## src/rtl/vga_sync_rx_if.sv

```systemverilog
// Link between a VGA timing source and the vga_sync_rx receiver: sync/data in,
// recovered pixel stream and timing status out.
interface vga_sync_rx_if;
    logic        HSYNC;
    logic        VSYNC;
    logic [15:0] DATA_IN;
    logic        ERR_CLR;
    logic        PIX_VALID;
    logic [15:0] PIX_DATA;
    logic [10:0] PIX_X;
    logic [9:0]  PIX_Y;
    logic        LINE_START;
    logic        FRAME_START;
    logic        LOCKED;
    logic [15:0] H_PERIOD;
    logic [15:0] V_LINES;
    logic        TIMING_ERR;

    modport master (
        output HSYNC, VSYNC, DATA_IN, ERR_CLR,
        input  PIX_VALID, PIX_DATA, PIX_X, PIX_Y, LINE_START, FRAME_START,
        input  LOCKED, H_PERIOD, V_LINES, TIMING_ERR
    );

    modport slave (
        input  HSYNC, VSYNC, DATA_IN, ERR_CLR,
        output PIX_VALID, PIX_DATA, PIX_X, PIX_Y, LINE_START, FRAME_START,
        output LOCKED, H_PERIOD, V_LINES, TIMING_ERR
    );
endinterface

```

## src/rtl/vga_sync_rx.sv

```systemverilog
// VGA timing receiver: recovers pixel X/Y from HSYNC/VSYNC, locks to the expected
// line/frame timing, emits a pixel-valid stream and flags timing errors.
module vga_sync_rx #(
    parameter int H_TOTAL   = 1057,
    parameter int V_TOTAL   = 629,
    parameter int H_ACT_OFS = 218,
    parameter int H_ACT_LEN = 799,
    parameter int V_ACT_OFS = 28,
    parameter int V_ACT_LEN = 599
) (
    input  logic         CLK_40M,
    input  logic         RST_N,
    vga_sync_rx_if.slave bus
);

    localparam logic [15:0] H_TOTAL_W = 16'(H_TOTAL);
    localparam logic [15:0] V_TOTAL_W = 16'(V_TOTAL);
    localparam logic [15:0] H_WDOG    = 16'(2 * H_TOTAL);
    localparam logic [15:0] H_ACT_LO  = 16'(H_ACT_OFS);
    localparam logic [15:0] H_ACT_HI  = 16'(H_ACT_OFS + H_ACT_LEN - 1);
    localparam logic [15:0] V_ACT_LO  = 16'(V_ACT_OFS);
    localparam logic [15:0] V_ACT_HI  = 16'(V_ACT_OFS + V_ACT_LEN - 1);

    typedef enum logic [1:0] {ST_SEARCH, ST_ACQUIRE, ST_LOCKED} state_t;

    function automatic logic [15:0] sat_inc(input logic [15:0] v);
        return (v == 16'hFFFF) ? v : v + 16'd1;
    endfunction

    logic        hs_s1, hs_s2, vs_s1, vs_s2;
    logic [15:0] data_s1;
    logic [15:0] h_cnt, line_cnt, h_cur, line_cur, h_meas, v_meas;
    logic        h_fall, v_fall, h_bad, v_bad, wdog, active;
    state_t      state_q, state_d;
    logic        skip_q, skip_d, herr_q, herr_d, err_set;
    logic        err_q, pix_valid_q, line_start_q, frame_start_q;
    logic [15:0] pix_data_q, h_period_q, v_lines_q;
    logic [10:0] pix_x_q;
    logic [9:0]  pix_y_q;

    // NOTE: sync sample registers reset to 1 so the idle-high lines do not look like a fall after reset.
    always_ff @(posedge CLK_40M or negedge RST_N) begin
        if (!RST_N) begin
            hs_s1   <= 1'b1;
            hs_s2   <= 1'b1;
            vs_s1   <= 1'b1;
            vs_s2   <= 1'b1;
            data_s1 <= '0;
        end else begin
            hs_s1   <= bus.HSYNC;
            hs_s2   <= hs_s1;
            vs_s1   <= bus.VSYNC;
            vs_s2   <= vs_s1;
            data_s1 <= bus.DATA_IN;
        end
    end

    // h_cur/line_cur are the coordinates of the sample currently held in s1.
    assign h_fall   = hs_s2 & ~hs_s1;
    assign v_fall   = vs_s2 & ~vs_s1;
    assign h_meas   = sat_inc(h_cnt);
    assign v_meas   = sat_inc(line_cnt);
    assign h_cur    = h_fall ? 16'd0 : h_meas;
    assign line_cur = v_fall ? 16'd0 : (h_fall ? v_meas : line_cnt);
    assign h_bad    = h_fall && (h_meas != H_TOTAL_W);
    assign v_bad    = v_fall && (v_meas != V_TOTAL_W);
    assign wdog     = (h_cur == H_WDOG);

    always_ff @(posedge CLK_40M or negedge RST_N) begin
        if (!RST_N) begin
            h_cnt      <= '0;
            line_cnt   <= '0;
            h_period_q <= '0;
            v_lines_q  <= '0;
        end else begin
            h_cnt    <= h_cur;
            line_cnt <= line_cur;
            if (h_fall) h_period_q <= h_meas;
            if (v_fall) v_lines_q  <= v_meas;
        end
    end

    always_ff @(posedge CLK_40M or negedge RST_N) begin
        if (!RST_N) begin
            state_q <= ST_SEARCH;
            skip_q  <= 1'b0;
            herr_q  <= 1'b0;
        end else begin
            state_q <= state_d;
            skip_q  <= skip_d;
            herr_q  <= herr_d;
        end
    end

    // NOTE: every variable gets its default before the case so no latches are inferred.
    always_comb begin
        state_d = state_q;
        skip_d  = skip_q;
        herr_d  = herr_q;
        err_set = 1'b0;
        if (wdog) begin
            state_d = ST_SEARCH;
            err_set = (state_q == ST_LOCKED);
        end else begin
            case (state_q)
                ST_SEARCH: begin
                    if (v_fall) begin
                        state_d = ST_ACQUIRE;
                        skip_d  = 1'b1;
                        herr_d  = 1'b0;
                    end
                end
                ST_ACQUIRE: begin
                    // The first line after entry may be partial, so its length is not judged.
                    if (h_fall) begin
                        if (skip_q) skip_d = 1'b0;
                        else if (h_bad) herr_d = 1'b1;
                    end
                    if (v_fall) begin
                        if (!herr_d && !v_bad) state_d = ST_LOCKED;
                        herr_d = 1'b0;
                    end
                end
                ST_LOCKED: begin
                    if (h_bad || v_bad) begin
                        state_d = ST_ACQUIRE;
                        skip_d  = 1'b1;
                        herr_d  = 1'b0;
                        err_set = 1'b1;
                    end
                end
                default: state_d = ST_SEARCH;
            endcase
        end
    end

    assign active = (state_q == ST_LOCKED) &&
                    (h_cur >= H_ACT_LO) && (h_cur <= H_ACT_HI) &&
                    (line_cur >= V_ACT_LO) && (line_cur <= V_ACT_HI);

    always_ff @(posedge CLK_40M or negedge RST_N) begin
        if (!RST_N) begin
            err_q         <= 1'b0;
            pix_valid_q   <= 1'b0;
            line_start_q  <= 1'b0;
            frame_start_q <= 1'b0;
            pix_data_q    <= '0;
            pix_x_q       <= '0;
            pix_y_q       <= '0;
        end else begin
            if (err_set)          err_q <= 1'b1;
            else if (bus.ERR_CLR) err_q <= 1'b0;
            pix_valid_q   <= active;
            line_start_q  <= active && (h_cur == H_ACT_LO);
            frame_start_q <= active && (h_cur == H_ACT_LO) && (line_cur == V_ACT_LO);
            if (active) begin
                pix_data_q <= data_s1;
                pix_x_q    <= 11'(h_cur - H_ACT_LO);
                pix_y_q    <= 10'(line_cur - V_ACT_LO);
            end
        end
    end

    assign bus.PIX_VALID   = pix_valid_q;
    assign bus.PIX_DATA    = pix_data_q;
    assign bus.PIX_X       = pix_x_q;
    assign bus.PIX_Y       = pix_y_q;
    assign bus.LINE_START  = line_start_q;
    assign bus.FRAME_START = frame_start_q;
    assign bus.LOCKED      = (state_q == ST_LOCKED);
    assign bus.H_PERIOD    = h_period_q;
    assign bus.V_LINES     = v_lines_q;
    assign bus.TIMING_ERR  = err_q;

endmodule
```

## src/flat_wrapper.sv

```systemverilog
// flat-port wrapper written by rule: the top's interface ports become plain ports
module vga_sync_rx_flat 
#(
    parameter int H_TOTAL   = 1057,
    parameter int V_TOTAL   = 629,
    parameter int H_ACT_OFS = 218,
    parameter int H_ACT_LEN = 799,
    parameter int V_ACT_OFS = 28,
    parameter int V_ACT_LEN = 599
)
  (CLK_40M, RST_N, bus_HSYNC, bus_VSYNC, bus_DATA_IN, bus_ERR_CLR, bus_PIX_VALID, bus_PIX_DATA, bus_PIX_X, bus_PIX_Y, bus_LINE_START, bus_FRAME_START, bus_LOCKED, bus_H_PERIOD, bus_V_LINES, bus_TIMING_ERR);
  vga_sync_rx_if bus_i ();
  input  logic CLK_40M;
  input  logic RST_N;
  input wire logic [$bits(bus_i.HSYNC)-1:0] bus_HSYNC;
  input wire logic [$bits(bus_i.VSYNC)-1:0] bus_VSYNC;
  input wire logic [$bits(bus_i.DATA_IN)-1:0] bus_DATA_IN;
  input wire logic [$bits(bus_i.ERR_CLR)-1:0] bus_ERR_CLR;
  output wire logic [$bits(bus_i.PIX_VALID)-1:0] bus_PIX_VALID;
  output wire logic [$bits(bus_i.PIX_DATA)-1:0] bus_PIX_DATA;
  output wire logic [$bits(bus_i.PIX_X)-1:0] bus_PIX_X;
  output wire logic [$bits(bus_i.PIX_Y)-1:0] bus_PIX_Y;
  output wire logic [$bits(bus_i.LINE_START)-1:0] bus_LINE_START;
  output wire logic [$bits(bus_i.FRAME_START)-1:0] bus_FRAME_START;
  output wire logic [$bits(bus_i.LOCKED)-1:0] bus_LOCKED;
  output wire logic [$bits(bus_i.H_PERIOD)-1:0] bus_H_PERIOD;
  output wire logic [$bits(bus_i.V_LINES)-1:0] bus_V_LINES;
  output wire logic [$bits(bus_i.TIMING_ERR)-1:0] bus_TIMING_ERR;
  assign bus_i.HSYNC = bus_HSYNC;
  assign bus_i.VSYNC = bus_VSYNC;
  assign bus_i.DATA_IN = bus_DATA_IN;
  assign bus_i.ERR_CLR = bus_ERR_CLR;
  assign bus_PIX_VALID = bus_i.PIX_VALID;
  assign bus_PIX_DATA = bus_i.PIX_DATA;
  assign bus_PIX_X = bus_i.PIX_X;
  assign bus_PIX_Y = bus_i.PIX_Y;
  assign bus_LINE_START = bus_i.LINE_START;
  assign bus_FRAME_START = bus_i.FRAME_START;
  assign bus_LOCKED = bus_i.LOCKED;
  assign bus_H_PERIOD = bus_i.H_PERIOD;
  assign bus_V_LINES = bus_i.V_LINES;
  assign bus_TIMING_ERR = bus_i.TIMING_ERR;
  vga_sync_rx #(.H_TOTAL(H_TOTAL), .V_TOTAL(V_TOTAL), .H_ACT_OFS(H_ACT_OFS), .H_ACT_LEN(H_ACT_LEN), .V_ACT_OFS(V_ACT_OFS), .V_ACT_LEN(V_ACT_LEN)) u_core (.CLK_40M(CLK_40M), .RST_N(RST_N), .bus(bus_i));
endmodule
```

## config.mk

```make
export PLATFORM = sky130hd
export DESIGN_NAME = vga_sync_rx_flat
export DESIGN_NICKNAME = d
export VERILOG_FILES = /design/src/rtl/vga_sync_rx_if.sv /design/src/rtl/vga_sync_rx.sv /design/src/flat_wrapper.sv
export SDC_FILE = /design/constraint.sdc
export NUM_CORES = 1
export LEC_CHECK = 0
export CORE_MARGIN = 3
export CORE_UTILIZATION = 30
export CTS_BUF_LIST = sky130_fd_sc_hd__clkbuf_8
export DETAILED_ROUTE_END_ITERATION = 10
export PLACE_DENSITY = 0.45
export SETUP_SLACK_MARGIN = 0.02
export SLEW_MARGIN = 20
export SYNTH_ARGS = -nofsm -noshare
export SYNTH_HDL_FRONTEND = slang
export SYNTH_SLANG_ARGS = --single-unit
export TNS_END_PERCENT = 50
```

## constraint.sdc

```tcl
create_clock -name CLK_40M -period 7.9 [get_ports CLK_40M]
set_clock_uncertainty 0.2 [all_clocks]
set_input_delay 2.37 -clock CLK_40M [delete_from_list [all_inputs] [get_ports CLK_40M]]
set_output_delay 2.37 -clock CLK_40M [all_outputs]
set_load 0.05 [all_outputs]
```

* Word level (Yosys, flattened, before mapping)
Cells that the tools add are included.
W data, S select, Z words.
** Operators by class
- Multiplexer cells :: 29
- Reduce and logical (&&, ||, !) cells :: 18
- Bitwise logic cells :: 5
- Equality and inequality tests :: 16
- $add $sub $neg :: 4
- Order comparisons :: 4
** Operators with widths (number)
- $mux W16 :: 5
- $add A16 B1 Y16 const B :: 2
- $eq A16 B16 Y1 const B :: 2
- $le A16 B10 Y1 const B :: 2
- $eq A16 B12 Y1 const B :: 1
- $eq A16 B5 Y1 const B :: 1
- $eq A16 B8 Y1 const B :: 1
- $ge A16 B5 Y1 const B :: 1
- $ge A16 B8 Y1 const B :: 1
- $mux W1 :: 16
- $ne A16 B10 Y1 const B :: 1
- $ne A16 B11 Y1 const B :: 1
- $ne A3 B1 Y1 const B :: 4
- $sub A11 B8 Y11 const B :: 1
- $mux W2 :: 5
- $sub A10 B5 Y10 const B :: 1
- $logic_and A1 B1 Y1 :: 9
- $reduce_and A4 Y1 :: 2
- $ne A2 B1 Y1 const B :: 3
- $pmux W1 S3 :: 2
- $pmux W2 S3 :: 1
- $reduce_and A5 Y1 :: 1
- $not A1 Y1 :: 3
- $reduce_bool A3 Y1 :: 1
- 7 further kinds :: 9
** Storage, ports and cells
- Logic and storage cells :: 95
- Input port bits :: 21
- Register bits after elaboration :: 129
- Output and inout bits :: 74

* Longest topological paths before layout
- Depth in word-level cells :: 15
- Gate-level depth with buffers :: 18
- Gate-level depth less buffers :: 15

* Least setup slack after synthesis
OpenSTA, ideal clock, no wires.
- Kind :: reg-to-reg
- Start point :: reg u_core.line_cnt[0]
- End point :: reg u_core.pix_y_q[2], in the netlist u_core.bus.PIX_Y[2]
- Slack :: 3.519 ns
- Clock period less this slack :: 4.381 ns
- Required time :: 7.572 ns
- Path buffers :: 4
- Arrival time :: 4.053 ns
- Cell stages (with the launch flop) :: 19
- Setup time :: 0.128 ns
- Cell sequence :: dfrtp_1 > ha_1 > buf_2 > nand3_1 > o41ai_4 > clkbuf_1 > o21ai_0 > a21oi_1 > inv_1 > ha_1 > nand4_1 > o21ai_0 > mux2i_1 > o21ai_0 > or4b_1 > a311oi_2 > buf_6 > buf_8 > mux2_1
** On the way
- Longest elaborated chain between the ends :: 7
- Elaborated cells on any way between the ends :: 10
- Classes of those cells :: add/sub (2); order compare (2); eq/ne (1); mux (3); reduce/logical (2)
** Ends and longest elaborated chain
- start: declaration :: line vga_sync_rx.sv:32 : logic [15:0] h_cnt, line_cnt, h_cur, line_cur, h_meas, v_meas;
- start signal: assignment :: line vga_sync_rx.sv:77 : line_cnt <= line_cur;
- $add A16 B1 Y16 or $eq A16 B16 Y1 (tied branches) :: line vga_sync_rx.sv:27 : return (v == 16'hFFFF) ? v : v + 16'd1;
- $mux W16 (*) :: line vga_sync_rx.sv:27
- $mux W16 (*) (2 in series) :: line vga_sync_rx.sv:64 : assign line_cur = v_fall ? 16'd0 : (h_fall ? v_meas : line_cnt);
- net u_core.line_cur[3] :: line vga_sync_rx.sv:32
- $ge A16 B5 Y1 :: line vga_sync_rx.sv:139 : (line_cur >= V_ACT_LO) && (line_cur <= V_ACT_HI);
- $logic_and A1 B1 Y1 :: line vga_sync_rx.sv:138 : (h_cur >= H_ACT_LO) && (h_cur <= H_ACT_HI) &&
- $logic_and A1 B1 Y1 (*) :: line vga_sync_rx.sv:139
- net u_core.active :: line vga_sync_rx.sv:33 : logic h_fall, v_fall, h_bad, v_bad, wdog, active;
- end signal: assignment :: line vga_sync_rx.sv:159 : pix_y_q <= 10'(line_cur - V_ACT_LO);
- end: declaration :: line vga_sync_rx.sv:39 : logic [9:0] pix_y_q;
The timed path passes the listed nets; every way through them passes the cells marked *.
A chain may end at the register's enable or synchronous reset.

* Worst setup path in the final report
- Start point :: reg u_core.line_cnt[1]
- End point :: reg u_core.pix_x_q[4], in the netlist u_core.bus.PIX_X[4]
** On the way
- Longest elaborated chain between the ends :: 7
- Elaborated cells on any way between the ends :: 9
- Classes of those cells :: add/sub (1); order compare (2); eq/ne (1); mux (3); reduce/logical (2)
** Ends and longest elaborated chain
- $add A16 B1 Y16 or $eq A16 B16 Y1 (tied branches) :: line vga_sync_rx.sv:27
- $mux W16 (*) :: line vga_sync_rx.sv:27
- $mux W16 (*) (2 in series) :: line vga_sync_rx.sv:64
- net u_core.line_cur[3] :: line vga_sync_rx.sv:32
- $ge A16 B5 Y1 :: line vga_sync_rx.sv:139
- $logic_and A1 B1 Y1 :: line vga_sync_rx.sv:138
- $logic_and A1 B1 Y1 (*) :: line vga_sync_rx.sv:139
- end signal: assignment :: line vga_sync_rx.sv:158 : pix_x_q <= 11'(h_cur - H_ACT_LO);
- end: declaration :: line vga_sync_rx.sv:38 : logic [10:0] pix_x_q;
Marks and branches as above.

==> flow_metrics.py <==
metrics = {
    "timing": {
        "worst-slew-pin-transition_ns": 0.807,
        "slew-limit-headroom_pct": 44.6,
        "timing.setup.tns_ns": 0,
        "layout_min_cycle_time_ns": 5.34,
        "final_min_period_over_clock_period_pct": 67.6,
        "slew_violations": 0,
        "timing.final.setup_violations": 0,
        "finalHoldViolCount": 0,
        "grt_setup_unrepaired": "false",
        "fmax_ghz": 0.187,
    },
    "setup_path": {
        "path_class": "flop to flop",
        "critical_path_arrival_ns": 5.47,
        "timing.critical_path.fanout_max": 39,
        "crit_path_end": "u_core.bus.PIX_X[4]",
        "setup.worst_path.start_class": "flop",
        "timing.reg2reg.setup_slack_ns": 2.56,
        "timing.rr.end": "u_core.bus.PIX_X[4]",
        "crit_required_ns": 8.03,
        "critPathCaptureType": "flop",
        "r2r_start": "u_core.line_cnt[1]",
        "worst_setup_path_startpoint": "u_core.line_cnt[1]",
        "worst_r2r_path_depth": 15,
    },
    "power_and_ir_drop": {
        "static-leakage-power_nw": 3.46,
        "vdd.ir_drop.worst_mv": 0.0784,
        "power_density_mw_per_mm2": 197,
    },
    "hold_path": {
        "worstHoldStart": "u_core.hs_s1",
        "timing.hold.worst.class": "flop to flop",
    },
    "die": {
        "floorplan.die.width_um": 151,
        "std_cell_rows": 52,
        "die_area_mm2": 0.0229,
        "start_util_pct": 30.9,
        "boundaryPins": 95,
        "placeableCoreArea_mm2": 0.0205,
        "dieHeight_um": 151,
    },
    "detailed_routing": {
        "route.detailed.drc": 0,
        "first_iter_violations": 291,
        "dr_total_vias": 4910,
        "drt_pre_antenna_iters": 5,
        "via_per_inst": 5.03,
        "route.final.wire_length_mm": 16.5,
        "drtAntennaViolNets": 0,
        "route.detailed.wl_per_inst_um": 16.9,
    },
    "global_routing": {
        "antenna_found_initial": 0,
        "grt_overflow_total": 0,
        "groute.usage.overall_pct": 15.1,
        "grt_start_max_net_pins": 78,
        "grt_pass1_wl_mm": 26.9,
        "number_of_global_route_vias_before_repair": 4981,
    },
    "clocking": {
        "tritoncts": "done",
        "numCtsBuffers": 17,
        "clk_pin_slew_worst_paths_ns": 0.08,
        "later_pin_clock_latency_in_the_skew_report_ns": 0.44,
        "cts-hold-fix-buffers": 0,
        "htreeDepth": 4,
        "cts.repair_timing.setup_buffer_count": 0,
        "cts_root_buf": "sky130_fd_sc_hd__clkbuf_8",
        "clock_sinks": 129,
        "cts_max_path_bufs": 2,
        "post_cts_resize_count": 0,
    },
    "synthesis": {
        "synth_top_cell_area_share_pct": 49.4,
        "synth_area_in_compound_gates_pct": 11.1,
        "synthFlopType": "sky130_fd_sc_hd__dfrtp_1",
        "synth-edff-count": 0,
        "synth-warning-count": 0,
        "netlist.top_cell.by_area": "sky130_fd_sc_hd__dfrtp_1",
        "largest_family_of_logic_cells_by_synthesized_area": "simple AND/OR/NAND/NOR gates",
        "ys_ff_latch": 129,
        "syn_inst": 605,
        "post_synth.cell_area_avg_um2": 10.5,
        "postSynth.asyncResetShare_pct": 100,
        "yosys.area_share.xor_xnor_pct": 5.51,
        "synthSimpleGateAreaFrac_pct": 19.5,
        "synth.yosys.seq_area_share_pct": 51.1,
        "syn_nets": 633,
        "synth.top_cells.by_area": "sky130_fd_sc_hd__dfrtp_1, sky130_fd_sc_hd__mux2_2, sky130_fd_sc_hd__nand2_1",
        "synth.cell_area_mm2": 0.00633,
        "yosys.area_share.adder_pct": 1.38,
        "yosys-mux-area-fraction_pct": 7.67,
        "yosys.cell_types.count": 71,
    },
    "final_layout": {
        "diodes": 0,
        "fillerInstances": 2051,
        "nets": 722,
        "layout.cells.most_common": "sky130_fd_sc_hd__dfrtp_1",
        "count_of_placed_standard_cells_in_the_final_layout_fillers_left_out": 977,
        "area.growth.synth_to_final_pct": 25.2,
        "most_frequent_cells_in_the_layout": "sky130_fd_sc_hd__dfrtp_1, sky130_fd_sc_hd__clkdlybuf4s50_1, sky130_fd_sc_hd__nand2_1",
        "multi_input_area_mm2": 0.00287,
        "layout-drive-gt1-share_pct": 13.3,
        "post-route-util_pct": 38.7,
        "register_area_mm2": 0.00323,
    },
    "placement": {
        "gp_routability_congestion": 0.882,
        "placed_cells_incl_taps": 944,
        "dp.final_hpwl_mm": 11.7,
        "io_buffer_count": 94,
    },
    "run_status": {
        "outcome": "finished clean",
    },
    "job": {
        "max_cap_viol_count": 0,
    },
}
## cell type report
| type | count | share of cell area [%] |
|---|---|---|
| clock buffers | 17 | 2.95 |
| multi-input cells | 425 | 36.3 |
| repair buffers | 103 | 12.9 |
| well taps | 270 | 4.26 |
| flip-flops and latches | 129 | 40.8 |
| inverters | 18 | 0.853 |
| clock inverters | 15 | 1.99 |
## stage by stage
| stage | total power [mW] | hold slack, ns | cell area (um^2) | worst slack, ns |
|---|---|---|---|---|
| 6_report | 1.56 | 0.180 | 7920 | 2.56 |
| 5_1_grt | 1.66 | 0.188 | 7920 | 2.12 |
| 4_1_cts | 1.59 | 0.182 | 7900 | 2.59 |
| 3_5_place_dp | 1.02 | 0.169 | 7510 | 2.59 |
| 3_3_place_gp | 1.02 | 0.167 | 7510 | 2.83 |
| 2_1_floorplan | 0.912 | 0.158 | 6330 | 3.52 |
## synthesized netlist by cell type (all sizes together) (3+ instances only)
master	count
dfrtp	125
nand2	58
nor2	46
o21ai	44
mux2	36
xnor2	23
nor3	22
nand3	21
inv	18
a21oi	17
clkbuf	17
buf	16
xor2	16
nand4	14
nor4	13
a31oi	10
nor2b	9
or3	9
and3	8
mux2i	8
ha	7
nand2b	6
and4	4
dfstp	4
nor3b	4
o211ai	4
o31ai	4
a41o	3
o22ai	3
or2	3
## registers in the layout, indices dropped and copies added, names as in the netlist
register and count:
u_core.hs_s1 1, u_core.bus.H_PERIOD 16, u_core.bus.PIX_VALID 1, u_core.line_cnt 16, u_core.herr_q 1, u_core.vs_s2 1
u_core.state_q 2, u_core.bus.FRAME_START 1, u_core.data_s1 16, u_core.bus.PIX_X 11, u_core.skip_q 1, u_core.bus.TIMING_ERR 1
u_core.bus.PIX_DATA 16, u_core.bus.LINE_START 1, u_core.vs_s1 1, u_core.bus.V_LINES 16, u_core.h_cnt 16, u_core.hs_s2 1
u_core.bus.PIX_Y 10
## worst max-delay path: stages (launching register included)
cell and delay, ns:
sky130_fd_sc_hd__dfrtp_1 0.49, sky130_fd_sc_hd__ha_1 0.34, sky130_fd_sc_hd__nand3_1 0.39, sky130_fd_sc_hd__o41ai_4 0.79
sky130_fd_sc_hd__o21ai_0 0.20, sky130_fd_sc_hd__a21oi_1 0.28, sky130_fd_sc_hd__inv_1 0.10, sky130_fd_sc_hd__ha_1 0.21
sky130_fd_sc_hd__nand4_1 0.09, sky130_fd_sc_hd__o21ai_0 0.12, sky130_fd_sc_hd__mux2i_1 0.19, sky130_fd_sc_hd__o21ai_0 0.12
sky130_fd_sc_hd__or4b_1 0.60, sky130_fd_sc_hd__a311oi_4 0.21, sky130_fd_sc_hd__buf_4 0.46, sky130_fd_sc_hd__mux2_2 0.39
## power by group
part	total, mW	switching [mW]	internal [mW]
logic	0.270	0.173	0.0971
registers	0.733	0.0365	0.696
clock network	0.559	0.319	0.240
total	1.56	0.528	1.03
## kinds of logic after synthesis
logic type | Yosys count
AND/OR/NAND/NOR | 228
adder cells (fa/ha/maj) | 7
buffers and inverters | 51
AO/OA/AOI/OAI | 107
flip-flops | 129
XOR/XNOR | 39
multiplexers | 44
## metal layers
metal | up-vias | share of wire, % | global-route usage (%)
li1 | 2338 | - | -
met3 | 20 | 5.4 | 4.16
met1 | 2407 | 45 | 20.0
met5 | - | 0 | 0
met4 | 0 | 1.4 | 4.85
met2 | 145 | 48 | 23.9
## worst min path at each step
stage | end | slack [ns] | cells past startpoint
2_1_floorplan | u_core.hs_s2 | 0.16 | 0
3_3_place_gp | u_core.hs_s2 | 0.17 | 0
3_5_place_dp | u_core.hs_s2 | 0.17 | 0
4_1_cts | u_core.hs_s2 | 0.18 | 0
5_1_grt | u_core.hs_s2 | 0.19 | 0
6_report | u_core.hs_s2 | 0.18 | 0
Power figures use the tool's default switching activity.
